--- src/rtl/sr_mode_sequencer.sv ---
// Command sequencer for an 8-bit universal shift register.
// Each accepted command runs one parallel load, a counted shift burst, then a done pulse.
module sr_mode_sequencer #(
  parameter int unsigned WIDTH     = 8,
  parameter int unsigned MAX_SHIFT = 8,
  localparam int unsigned CW       = $clog2(MAX_SHIFT + 1)
) (
  input  logic             clk,
  input  logic             rst,
  input  logic             in_valid,
  output logic             in_ready,
  input  logic [WIDTH-1:0] data_in,
  input  logic             dir_in,
  input  logic             fill_in,
  input  logic [CW-1:0]    cnt_in,
  output logic [WIDTH-1:0] p_in,
  output logic             s1,
  output logic             s0,
  output logic             shiftleft_input,
  output logic             shiftright_input,
  output logic             busy,
  output logic             done
);

  typedef enum logic [1:0] {StIdle, StLoad, StShift, StDone} state_e;

  state_e           state_q, state_d;
  logic [CW-1:0]    cnt_q, cnt_d;
  logic [CW-1:0]    cnt_cap_q;
  logic [CW-1:0]    cnt_sat;
  logic             dir_q, fill_q;
  logic [WIDTH-1:0] p_in_q;
  logic             in_ready_q, in_ready_d;
  logic             s1_q, s1_d, s0_q, s0_d;
  logic             sl_q, sl_d, sr_q, sr_d;
  logic             busy_q, busy_d, done_q, done_d;
  logic             handshake;

  assign handshake = (state_q == StIdle) && in_valid && in_ready_q;
  assign cnt_sat   = (cnt_in > CW'(MAX_SHIFT)) ? CW'(MAX_SHIFT) : cnt_in;

  always_comb begin
    state_d = state_q;
    cnt_d   = cnt_q;
    unique case (state_q)
      StIdle: begin
        if (handshake) state_d = StLoad;
      end
      StLoad: begin
        cnt_d   = '0;
        state_d = (cnt_cap_q == '0) ? StDone : StShift;
      end
      StShift: begin
        cnt_d = cnt_q + CW'(1);
        if (cnt_q == cnt_cap_q - CW'(1)) state_d = StDone;
      end
      StDone: begin
        state_d = StIdle;
      end
      default: state_d = StIdle;
    endcase
  end

  // Outputs are decoded from the next state so the registered values line up with state_q.
  always_comb begin
    in_ready_d = 1'b0;
    s1_d       = 1'b0;
    s0_d       = 1'b0;
    sl_d       = 1'b0;
    sr_d       = 1'b0;
    busy_d     = 1'b0;
    done_d     = 1'b0;
    unique case (state_d)
      StIdle: in_ready_d = 1'b1;
      StLoad: begin
        s1_d   = 1'b1;
        s0_d   = 1'b1;
        busy_d = 1'b1;
      end
      StShift: begin
        busy_d = 1'b1;
        if (dir_q) begin
          s1_d = 1'b1;
          sl_d = fill_q;
        end else begin
          s0_d = 1'b1;
          sr_d = fill_q;
        end
      end
      StDone: done_d = 1'b1;
      default: in_ready_d = 1'b0;
    endcase
  end

  always_ff @(posedge clk) begin
    if (rst) begin
      state_q    <= StIdle;
      cnt_q      <= '0;
      cnt_cap_q  <= '0;
      dir_q      <= 1'b0;
      fill_q     <= 1'b0;
      p_in_q     <= '0;
      in_ready_q <= 1'b1;
      s1_q       <= 1'b0;
      s0_q       <= 1'b0;
      sl_q       <= 1'b0;
      sr_q       <= 1'b0;
      busy_q     <= 1'b0;
      done_q     <= 1'b0;
    end else begin
      state_q    <= state_d;
      cnt_q      <= cnt_d;
      in_ready_q <= in_ready_d;
      s1_q       <= s1_d;
      s0_q       <= s0_d;
      sl_q       <= sl_d;
      sr_q       <= sr_d;
      busy_q     <= busy_d;
      done_q     <= done_d;
      // p_in is loaded at capture so it is already valid during the LOAD cycle.
      if (handshake) begin
        p_in_q    <= data_in;
        dir_q     <= dir_in;
        fill_q    <= fill_in;
        cnt_cap_q <= cnt_sat;
      end
    end
  end

  assign in_ready         = in_ready_q;
  assign p_in             = p_in_q;
  assign s1               = s1_q;
  assign s0               = s0_q;
  assign shiftleft_input  = sl_q;
  assign shiftright_input = sr_q;
  assign busy             = busy_q;
  assign done             = done_q;

endmodule

--- config.mk ---
export PLATFORM = sky130hd
export DESIGN_NAME = sr_mode_sequencer
export DESIGN_NICKNAME = d
export VERILOG_FILES = /design/src/rtl/sr_mode_sequencer.sv
export SDC_FILE = /design/constraint.sdc
export NUM_CORES = 1
export LEC_CHECK = 0
export CAP_MARGIN = 20
export CORE_ASPECT_RATIO = 0.6
export CORE_MARGIN = 2
export CORE_UTILIZATION = 46
export DETAILED_ROUTE_END_ITERATION = 6
export PLACE_DENSITY = 0.84
export RECOVER_POWER = 100
export SYNTH_ARGS = -nofsm -noshare
export SYNTH_HDL_FRONTEND = slang
export SYNTH_SLANG_ARGS = --single-unit
--- constraint.sdc ---
create_clock -name clk -period 2.4 [get_ports clk]
set_clock_uncertainty 0.15 [all_clocks]
set_input_delay 0.24 -clock clk [delete_from_list [all_inputs] [get_ports clk]]
set_output_delay 0.24 -clock clk [all_outputs]
set_load 0.02 [all_outputs]
==> results_dict.tcl <==
set metrics [dict create \
    status "finished, final reports clean" \
    layout_common_cells "28 x nand2_1, 27 x dfxtp_1, 17 x a21oi_1" \
    grt_setup_unrepaired "no" \
    cts_root_buf "clkbuf_8" \
    slew_headroom_pct 63.2 \
    cp_max_fo 5 \
    setup_tns_ns 0 \
    gp_congestion 0.816 \
    crit_path_top_delay_cell "a211oi_1" \
    drc 0 \
    drv_slew 0 \
    synthAdderAreaFrac_pct 5.38 \
    hold_class "register to register" \
    final_common_cell "nand2_1" \
    vias_per_cell 5.20 \
    clk_pin_slew_worst_paths_ns 0.09 \
    worst_setup_path_end_kind "register" \
    netlist_top_cells_area "dfxtp_1 47%, nand2_1 9.0%, a21oi_1 7.3%" \
    tightest_slew_ns 0.550 \
    die_x_um 68.9 \
    grt_overflow 0 \
    area_growth_pct 32.9 \
    grt_max_degree 21 \
    antenna_found_initial 0 \
    fmax_ghz 0.501 \
    synthFlopType "dfxtp_1" \
    cts_buffers 3 \
    finalSetupViolations 0 \
    synth_top_family_by_area "simple AND/OR/NAND/NOR gates" \
    io_pins 32 \
    cts_setup_buffers 0 \
    core_um2 2450 \
    leakagePower_nw 0.641 \
    drt_first_pass_iters 5 \
    clk_latency_ns 0.27 \
    synth.area.mux_share_pct 0 \
    yosys.cell_types.count 30 \
    synth_cells 133 \
    crit_chain "inv_1, ha_1, and3_1, a211oi_1, o21a_2, and4_1" \
    arrival_ns 2.06 \
    row_count 14 \
    avgRoutedWirePerCell_um 12.7 \
    num-fill-cells 219 \
    avgSynthCellArea_um2 8.74 \
    ctsLongestPathBuffers 2 \
    htreeDepth 1 \
    regArea_um2 541 \
    crit_type "register to register" \
    antenna_cells 0 \
    peakVddDrop_mv 0.462 \
    die_h_um 42.9 \
    portBuffers 31 \
    hold_buffers 0 \
    syn_nets 155 \
    finalHoldViolations 0 \
    required_ns 2.47 \
    dr_total_vias 1019 \
    synth-xor-area-share_pct 4.95 \
    ys_seq_area_share_pct 46.5 \
    grt_first_pass_wirelength_mm 4.45 \
    synthSimpleGateAreaFrac_pct 25.3 \
    cts-resized-gates 0 \
    dieArea_um2 2960 \
    synth_compound_area_share_pct 13.9 \
    timing.max_cap.violations 0 \
    slowest_delay_ns 0.47 \
    drive_gt1_share_pct 6.71 \
    synth_top_area_cell "dfxtp_1" \
    cts_sinks 27 \
    cts_tree "done" \
    crit_path_start_kind "register" \
    period_minus_slack_ns 2.00 \
    ant_nets 0 \
    fin_crit_sh_pct 83.1 \
    multi_input_area_um2 571 \
    synth_area_um2 1160 \
    ys_ff_latch 27 \
    async_reset_ff_share_pct 0 \
    synth_edf_count 0 \
    fin_total_pwr_mw 1.54 \
    synth_warnings 0 \
    totalWireLength_mm 2.49 \
    grt_pass1_vias 976 \
    grtUsageTotal_pct 20.3 \
    p_per_area_nw_per_um2 994 \
    synth_top_area_share_pct 46.5 \
    drt-initial-drc-count 25 \
    place_hpwl_mm 1.93 \
    start_util_pct 47.4 \
    layout.nets 187 \
]
[layout make-up]
class	instances	area share (%)
Tap cell	32	2.59
Timing Repair Buffer	33	21.1
Sequential cell	27	35.0
Inverter	6	1.46
Clock buffer	3	2.67
Clock inverter	1	0.324
Multi-Input combinational cell	94	36.9
[worst max-delay path: cells and delay by family (launching register included)]
| kind | cells | cell delay, ns |
|---|---|---|
| buf+inv | 1 | 0.07 |
| flops | 1 | 0.36 |
| simple gates | 2 | 0.36 |
| compound gates | 2 | 0.74 |
| fa+ha+maj | 1 | 0.26 |
[final timing paths]
check	start	end	slack [ns]	cells past startpoint
max	state_q[0]	shiftleft_input	0.40	6
min	p_in[6]	p_in[6]	0.31	2
max reg2reg	state_q[0]	shiftleft_input	0.40	6
min reg2reg	p_in[6]	p_in[6]	0.31	2
[through the flow]
stage | instances | hold WS, ns | cell area [um^2] | util (%) | setup slack (ns)
finish | 196 | 0.305 | 1550 | 63.0 | 0.404
global route | 196 | 0.335 | 1550 | 63.0 | 0.232
CTS | 196 | 0.311 | 1550 | 63.2 | 0.519
detailed placement | 192 | 0.299 | 1500 | 61.3 | 0.543
global placement | 192 | 0.291 | 1500 | 61.3 | 0.611
floorplan | 133 | 0.226 | 1160 | - | 0.622
[per-layer routing]
layer | vias up | wire length, um | global-route usage [%]
met3 | 4 | 176 | 7.69
li1 | 515 | - | -
met4 | 0 | 11 | 2.35
met2 | 35 | 1200 | 33.5
met1 | 465 | 1110 | 25.9
met5 | - | 0 | 0
[synth_stat cells, drive strengths merged, types with 3 or more instances]
| master | number |
|---|---|
| nand3 | 6 |
| nand3b | 3 |
| inv | 6 |
| clkbuf | 5 |
| o211ai | 3 |
| nand2 | 28 |
| a21oi | 17 |
| ha | 5 |
| nor2 | 6 |
| nor3 | 4 |
| dfxtp | 27 |
[power by group]
group,internal (mW),switching (mW)
Clock,0.116,0.134
Sequential,0.544,0.0512
Combinational,0.275,0.417
Total,0.934,0.602
[flip-flops by register name, indices dropped and copies added, names as in the netlist]
signal and cells:
busy 1, cnt_cap_q 4, cnt_q 4, dir_q 1
done 1, fill_q 1, in_ready 1, p_in 8
s0 1, s1 1, shiftleft_input 1, shiftright_input 1
state_q 2
[cells by family (layout without fill, tap and decap cells)]
group	Yosys count	in the layout
AND/OR/NAND/NOR	57	57
XOR/XNOR	5	5
AO/OA/AOI/OAI	27	27
flip-flops	27	27
buffers and inverters	12	43
adder cells (fa/ha/maj)	5	5
(Power assumes the default switching activity.)
